$ cat config.mk
export PLATFORM = sky130hd
export DESIGN_NAME = pci_bus_initiator
export DESIGN_NICKNAME = d
export VERILOG_FILES = /design/src/rtl/pci_bus_initiator.sv
export SDC_FILE = /design/constraint.sdc
export NUM_CORES = 1
export LEC_CHECK = 0
export ABC_AREA = 0
export CAP_MARGIN = 15
export CORE_MARGIN = 10
export CORE_UTILIZATION = 47
export CTS_BUF_LIST = sky130_fd_sc_hd__clkbuf_2
export DETAILED_ROUTE_END_ITERATION = 12
export PLACE_DENSITY_LB_ADDON = 0.1
export SLEW_MARGIN = 25
export SYNTH_ARGS = -nofsm -noshare
export SYNTH_HDL_FRONTEND = slang
export SYNTH_SLANG_ARGS = --single-unit
$ cat constraint.sdc
create_clock -name clk -period 5.7 [get_ports clk]
set_clock_uncertainty 0.1 [all_clocks]
set_input_delay 0.57 -clock clk [delete_from_list [all_inputs] [get_ports clk]]
set_output_delay 0.57 -clock clk [all_outputs]
set_load 0.05 [all_outputs]
$ cat src/rtl/pci_bus_initiator.sv
`timescale 1ns/1ps
`default_nettype none
// +--------------------------------------------------------------------------+
// | pci_bus_initiator : PCI bus-master request/arbitration and burst engine  |
// | Revision 1.0                                                             |
// +--------------------------------------------------------------------------+
module pci_bus_initiator #(
  parameter int MAX_LEN        = 8,
  parameter int LAT_TIMER      = 16,
  parameter int DEVSEL_TIMEOUT = 5
) (
  input  logic        clk,
  input  logic        rst,
  input  logic        cmd_valid,
  output logic        cmd_ready,
  input  logic        cmd_write,
  input  logic [31:0] cmd_addr,
  input  logic [3:0]  cmd_len,
  input  logic [31:0] wr_data,
  output logic        wr_pop,
  output logic [31:0] rd_data,
  output logic        rd_valid,
  output logic        done,
  output logic [1:0]  status,
  output logic [3:0]  xfer_cnt,
  output logic        req,
  input  logic        GNT,
  input  logic        frame_in,
  input  logic        IRDY_in,
  output logic        frame_out,
  output logic        frame_oe,
  output logic        IRDY_out,
  output logic        IRDY_oe,
  output logic [31:0] ad_out,
  output logic        ad_oe,
  input  logic [31:0] ad_in,
  output logic [3:0]  cbe_out,
  input  logic        TRDY,
  input  logic        DEVSEL,
  input  logic        STOP
);

  typedef enum logic [2:0] {
    S_IDLE = 3'd0,
    S_REQ  = 3'd1,
    S_ADDR = 3'd2,
    S_DATA = 3'd3,
    S_LAST = 3'd4,
    S_TURN = 3'd5
  } state_t;

  localparam logic [1:0] ST_OK    = 2'b00;
  localparam logic [1:0] ST_STOP  = 2'b01;
  localparam logic [1:0] ST_ABORT = 2'b10;
  localparam logic [1:0] ST_LAT   = 2'b11;
  localparam logic [3:0] MAX_L    = 4'(MAX_LEN);
  localparam logic [7:0] LAT_LIM  = 8'(LAT_TIMER);
  localparam logic [8:0] DSEL_LIM = 9'(DEVSEL_TIMEOUT);

  state_t      state_q, state_d;
  logic        write_q;
  logic [31:0] addr_q;
  logic [3:0]  len_q;
  logic [3:0]  cnt_q, cnt_d;
  logic [7:0]  ph_q, ph_d;
  logic        dsel_ok_q, dsel_ok_d;
  logic [1:0]  res_q, res_d;
  logic [1:0]  status_q;
  logic [3:0]  xfer_q;
  logic        wr_pop_q, rd_valid_q;
  logic [31:0] rd_data_q;

  logic        xfer_done;
  logic        last_ph;
  logic        f_abort, f_stop, f_lat;
  logic [3:0]  remaining;

  assign remaining = len_q - cnt_q;
  assign last_ph   = (remaining <= 4'd1);
  // ph_q counts clocks elapsed since the start of the address phase
  assign f_abort   = !dsel_ok_q && DEVSEL && (({1'b0, ph_q} + 9'd1) >= DSEL_LIM);
  assign f_stop    = !STOP;
  assign f_lat     = (ph_q >= LAT_LIM) && GNT;

  always_comb begin
    state_d   = state_q;
    cnt_d     = cnt_q;
    ph_d      = ph_q;
    dsel_ok_d = dsel_ok_q;
    res_d     = res_q;
    xfer_done = 1'b0;
    cmd_ready = 1'b0;
    req       = 1'b1;
    frame_oe  = 1'b0;
    frame_out = 1'b1;
    IRDY_oe   = 1'b0;
    IRDY_out  = 1'b1;
    ad_oe     = 1'b0;
    ad_out    = 32'd0;
    cbe_out   = 4'b0000;
    done      = 1'b0;
    case (state_q)
      S_IDLE: begin
        cmd_ready = 1'b1;
        if (cmd_valid) begin
          state_d = S_REQ;
          cnt_d   = 4'd0;
          res_d   = ST_OK;
        end
      end
      S_REQ: begin
        req = 1'b0;
        if (!GNT && frame_in && IRDY_in) begin
          state_d = S_ADDR;
        end
      end
      S_ADDR: begin
        frame_oe  = 1'b1;
        frame_out = 1'b0;
        ad_oe     = 1'b1;
        ad_out    = addr_q;
        cbe_out   = write_q ? 4'b0111 : 4'b0110;
        ph_d      = 8'd1;
        dsel_ok_d = !DEVSEL;
        state_d   = S_DATA;
      end
      S_DATA: begin
        frame_oe  = 1'b1;
        frame_out = last_ph;
        IRDY_oe   = 1'b1;
        IRDY_out  = 1'b0;
        ad_oe     = write_q;
        ad_out    = write_q ? wr_data : 32'd0;
        if (ph_q != 8'hFF) ph_d = ph_q + 8'd1;
        if (!DEVSEL) dsel_ok_d = 1'b1;
        xfer_done = !TRDY && !f_abort;
        if (xfer_done) cnt_d = cnt_q + 4'd1;
        if (f_abort || f_stop || f_lat) begin
          res_d   = f_abort ? ST_ABORT : (f_stop ? ST_STOP : ST_LAT);
          state_d = last_ph ? S_TURN : S_LAST;
        end else if (xfer_done && last_ph) begin
          state_d = S_TURN;
        end
      end
      S_LAST: begin
        frame_oe = 1'b1;
        IRDY_oe  = 1'b1;
        IRDY_out = 1'b0;
        ad_oe    = write_q;
        ad_out   = write_q ? wr_data : 32'd0;
        if (res_q == ST_ABORT) begin
          state_d = S_TURN;
        end else if (!TRDY) begin
          xfer_done = 1'b1;
          cnt_d     = cnt_q + 4'd1;
          state_d   = S_TURN;
        end else if (!STOP) begin
          state_d = S_TURN;
        end
      end
      S_TURN: begin
        frame_oe = 1'b1;
        IRDY_oe  = 1'b1;
        done     = 1'b1;
        state_d  = S_IDLE;
      end
      default: state_d = S_IDLE;
    endcase
  end

  always_ff @(posedge clk) begin
    if (rst) begin
      state_q    <= S_IDLE;
      write_q    <= 1'b0;
      addr_q     <= 32'd0;
      len_q      <= 4'd1;
      cnt_q      <= 4'd0;
      ph_q       <= 8'd0;
      dsel_ok_q  <= 1'b0;
      res_q      <= ST_OK;
      status_q   <= ST_OK;
      xfer_q     <= 4'd0;
      wr_pop_q   <= 1'b0;
      rd_valid_q <= 1'b0;
      rd_data_q  <= 32'd0;
    end else begin
      state_q    <= state_d;
      cnt_q      <= cnt_d;
      ph_q       <= ph_d;
      dsel_ok_q  <= dsel_ok_d;
      res_q      <= res_d;
      wr_pop_q   <= xfer_done && write_q;
      rd_valid_q <= xfer_done && !write_q;
      if (xfer_done && !write_q) rd_data_q <= ad_in;
      if (state_q == S_IDLE && cmd_valid) begin
        write_q <= cmd_write;
        addr_q  <= cmd_addr;
        len_q   <= (cmd_len == 4'd0) ? 4'd1 : ((cmd_len > MAX_L) ? MAX_L : cmd_len);
      end
      if (state_d == S_TURN) begin
        status_q <= res_d;
        xfer_q   <= cnt_d;
      end
    end
  end

  assign wr_pop   = wr_pop_q;
  assign rd_valid = rd_valid_q;
  assign rd_data  = rd_data_q;
  assign status   = status_q;
  assign xfer_cnt = xfer_q;

endmodule
`default_nettype wire

# Word level (Yosys, flattened, before mapping)
# Index checks and enable logic that the tools add are counted.
# classes
n_lt_le_gt_ge,4
bitwise,0
mul,0
div,0
n_eq_ne,10
reduce_logical,27
n_shift,0
add_sub_neg,4
mux,40
# ops
op,count
$pmux 32 s2,1
$mux 32,1
$mux 3,8
$mux 4,6
$pmux 8 s2,1
$pmux 3 s5,1
$pmux 4 s3,1
$mux 1,11
$logic_and 1x1->1,10
$add 8x1->9 const B,1
$eq 3x3->1 const B,3
$ge 9x3->1 const B,1
$add 8x1->8 const B,1
$ge 8x5->1 const B,1
$mux 2,4
$mux 8,1
$ne 8x8->1 const B,1
$pmux 1 s2,4
$logic_not 1->1,7
$eq 3x2->1 const B,2
$add 4x1->4 const B,1
$gt 4x4->1 const B,1
$le 4x1->1 const B,1
$logic_not 4->1,1
12 further kinds,15
# totals
latch_bits,0
output_inout_bits,84
mem_bits_ro,0
input_bits,110
mem_count,0
word_cells,98
register_bits,95
mem_bits_rw,0

# Longest topological paths before layout
# logic_depth
ltp_word,10
ltp_mapped,10
mapped_depth_nobuf,9

# Least setup slack after synthesis
# Ideal clock, no wire load.
# synth_path
kind,register to output
start,register state_q[1]
end,output port ad_out[0]
setup_slack_ns,2.492
t_required_ns,5.030
path_stages_with_launch,10
arrival_time_ns,2.538
path_buffers,4
path_cell_list,dfxtp_1 buf_2 nand2b_1 clkbuf_1 nor2_1 a21oi_1 nor2b_1 clkbuf_1 clkbuf_1 a22o_1
# synth_via
elab_chain_cells,3
word_cells_on_any_way,5
classes_between,eq/ne: 3; mux: 1; reduce/logical: 1
# synth_lines
element,line,rtl
start: declaration,60,"state_t state_q, state_d;"
start signal: assignment,187,state_q <= state_d;
$eq 3x3->1 or $eq 3x2->1 (tied branches),102,case (state_q)
$reduce_or 2->1 (no line),-,
$pmux 32 s2 *,102,
end: declaration,34,"output logic [31:0] ad_out,"
# Every way passes the cells marked *; elsewhere a longest branch is shown, timed or not.

# Worst setup path after layout
# layout_path
start,register state_q[2]
end,output port ad_out[23]
# Same word-level chain as after synthesis.

==> impl_metrics.py <==
metrics = {
    "sta": {
        "clock.fmax_mhz": 223.1,
        "worst_pin_slew_ns": 0.9134,
        "final_hold_viol_count": 0,
        "layout_min_cycle_time_ns": 4.482,
        "final-setup-viol-count": 0,
        "fin_crit_sh": 0.7862,
        "rsz0062_at_grt": "no",
        "timing.final.max_slew_violations": 0,
        "tns_ns": 0,
        "max_slew_margin": 0.3911,
    },
    "clock_network": {
        "number_of_buffers_inserted_during_clock_tree_synthesis": 9,
        "cts_num_sinks": 95,
        "clk_root_buffer_cell": "clkbuf_2",
        "post_cts.resized_instances": 0,
        "clk-insertion-delay-late_ns": 0.54,
        "worst_setup_hold_path_clk_slew_ns": 0.27,
        "cts_tree": "built",
        "cts_hold_buffers": 0,
        "clk_path_buf_depth": 2,
        "cts_setup_buffers": 0,
        "htreeDepth": 3,
    },
    "floorplanning": {
        "design.core.area_um2": 9328,
        "floorplan.initialDensity": 0.4863,
        "num_io_pins": 194,
        "core.rowCount": 35,
        "die_area_um2": 13980,
        "die_w_um": 118.2,
        "die_y_um": 118.2,
    },
    "worst_setup_path": {
        "criticalPathCategory": "flip-flop to output port",
        "worstReg2RegStart": "ph_q[0]",
        "critical_path.startpoint_type": "flip-flop",
        "cp_max_fo": 33,
        "arrival_time_of_data_at_the_critical_path_endpoint_ns": 3.81,
        "critical-path-max-stage-delay_ns": 0.82,
        "critPathLaunch": "state_q[2]",
        "timing.critical_path.cells": "nand2b_1 -> nor2_1 -> a21oi_1 -> nor2b_4 -> a22o_1 -> clkdlybuf4s50_1",
        "crit_path_top_delay_cell": "clkdlybuf4s50_1",
        "timing.critical_path.required_ns": 5.03,
        "critPathBufInv": 1,
        "timing.critical_path.max_delay_family": "simple AND/OR/NAND/NOR gates",
        "critPathCaptureType": "output port",
    },
    "place": {
        "final_replace_weighted_congestion": 0.8987,
        "numPortBuffers": 192,
        "dp_hpwl_mm": 11.23,
        "placed_cells_incl_taps": 809,
    },
    "power_and_ir_drop": {
        "vdd.ir_drop.worst_v": 0.0001782,
        "cellPowerDensity_nw_per_um2": 187.1,
        "power.static_leakage_uw": 0.002325,
    },
    "min_path": {
        "worst_hold_path_type": "flip-flop to flip-flop",
        "hold_path_startpoint": "addr_q[26]",
    },
    "yosys": {
        "ys_async_sr_fraction": 0,
        "area_share_of_the_leading_cell_type_in_the_synthesized_netlist": 0.4193,
        "post_synth_instance_area_um2": 4536,
        "post_synthesis_mean_instance_area_um2": 8.672,
        "synth_cell_type_count": 62,
        "synth_ff_type": "dfxtp_1",
        "synthesis.nets": 640,
        "synthTopCellsByArea": "dfxtp_1, mux2i_1, nand2_1, a22o_1, a21oi_1",
        "post_synth_most_frequent_cells": "dfxtp_1, nand2_1, a21oi_1",
        "synthDominantAreaCellType": "dfxtp_1",
        "synthCells": 523,
        "sequential_fraction_of_the_synthesis_area": 0.4193,
        "cell_with_the_most_instances_after_synthesis": "dfxtp_1",
        "count_of_warnings_emitted_by_yosys": 0,
        "number_of_synthesized_flops_with_an_enable_pin": 0,
        "synth_seq_cells": 95,
    },
    "routing": {
        "vias": 4367,
        "drt_pre_antenna_iters": 4,
        "wl_mm": 14.56,
        "detail_route.vias_per_cell": 5.293,
        "route.antenna.remaining_nets": 0,
        "drt_iter0_markers": 315,
        "drt-wirelength-per-cell_um": 17.65,
        "drcViolationCount": 0,
    },
    "global_routing": {
        "grt_remaining_overflow": 0,
        "grt_usage": 0.1956,
        "antenna_found_initial": 0,
        "via_count_of_the_first_global_routing_pass": 4270,
        "grt_pass1_wl_mm": 22.55,
        "grt_max_degree": 49,
    },
    "final_layout": {
        "layout-area-overhead-vs-synth_pct": 44.91,
        "antenna_cells_inserted": 0,
        "post_route_cells_drive_above_1_share": 0.07040,
        "fillerInstances": 751,
        "design.final.nets": 808,
        "final-instance-count-excl-fill": 825,
    },
    "run": {
        "drv_cap": 0,
    },
    "outcome": {
        "outcome": "finished, final reports clean",
    },
}
## layout make-up
cell class / instances / area (um^2) / area share
Clock buffer: 10 / 50.05 / 0.007615
Tap cell: 129 / 161.4 / 0.02456
Sequential cell: 95 / 1902 / 0.2894
Timing Repair Buffer: 197 / 1954 / 0.2974
Inverter: 11 / 41.29 / 0.006282
Multi-Input combinational cell: 377 / 2426 / 0.3691
Clock inverter: 6 / 37.54 / 0.005711
## state kept, by name, indices dropped and copies added (netlist names), 2 cells and up
signal,cells
cnt_q,4
state_q,3
addr_q,32
len_q,4
status,2
rd_data,32
xfer_cnt,4
res_q,2
ph_q,8
## report_power, final
part,internal [uW],switching [uW]
combinational,115,119
clock,56.9,229
sequential,690,19.9
## stage by stage
stage | area (um^2) | hold WS [ns] | util | power (uW) | worst slack (ns)
2_1_floorplan | 4536 | 0.3357 | - | 836.3 | 2.492
3_3_place_gp | 6480 | 0.3432 | 0.6947 | 949.1 | 1.691
3_5_place_dp | 6480 | 0.3498 | 0.6947 | 954.8 | 1.437
4_1_cts | 6568 | 0.3765 | 0.7041 | 1233 | 0.8139
5_1_grt | 6573 | 0.3720 | 0.7046 | 1287 | 0.8872
6_report | 6573 | 0.3778 | 0.7046 | 1230 | 1.218
## metal layers
metal / vias to the layer above / global-route usage / part of all wire
li1: 2167 / - / -
met1: 2025 / 0.2029 / 0.37
met2: 163 / 0.3380 / 0.50
met3: 12 / 0.1099 / 0.12
met4: 0 / 0.04173 / 0.010
met5: - / 0 / 0
## worst min-delay path, cell delays in order, from the launching register on
cell and delay [ns]:
dfxtp_1 0.38, nand2_1 0.05, a21oi_1 0.05
## placed cells by master (no fill, tap or decap), types with 5 or more instances in the layout
cell type	Yosys	routed
clkdlybuf4s50_1	0	191
dfxtp_1	95	95
nand2_1	82	82
a21oi_1	54	54
nor2_1	53	52
a22o_1	33	33
mux2i_1	33	33
inv_1	11	11
nor2b_1	11	10
clkbuf_2	0	10
o21ai_0	8	8
nor3_1	8	8
xor2_1	6	6
nand3_1	6	6
ha_1	6	6
a31oi_1	5	5
mux2_2	5	5
buf_4	6	5
## worst paths after layout
kind                              endpoint  slack (ns)  cells after the start
worst max-delay path            ad_out[23]        1.22                      6
worst min register to register  addr_q[26]        0.38                      2
worst max register to register  rd_data[7]        2.77                      8
worst min-delay path            addr_q[26]        0.38                      2
## cells by family (layout without fill, tap and decap cells)
family	Yosys count	in the layout	share of synthesized area
buffers and inverters	51	224	0.04965
other	1	1	0.0008268
flip-flops	95	95	0.4193
XOR/XNOR	6	6	0.01159
multiplexers	39	39	0.08855
AO/OA/AOI/OAI	135	135	0.2168
adder cells (fa/ha/maj)	7	7	0.02097
AND/OR/NAND/NOR	189	189	0.1923
Note: power is estimated with default switching activity, not from simulation.
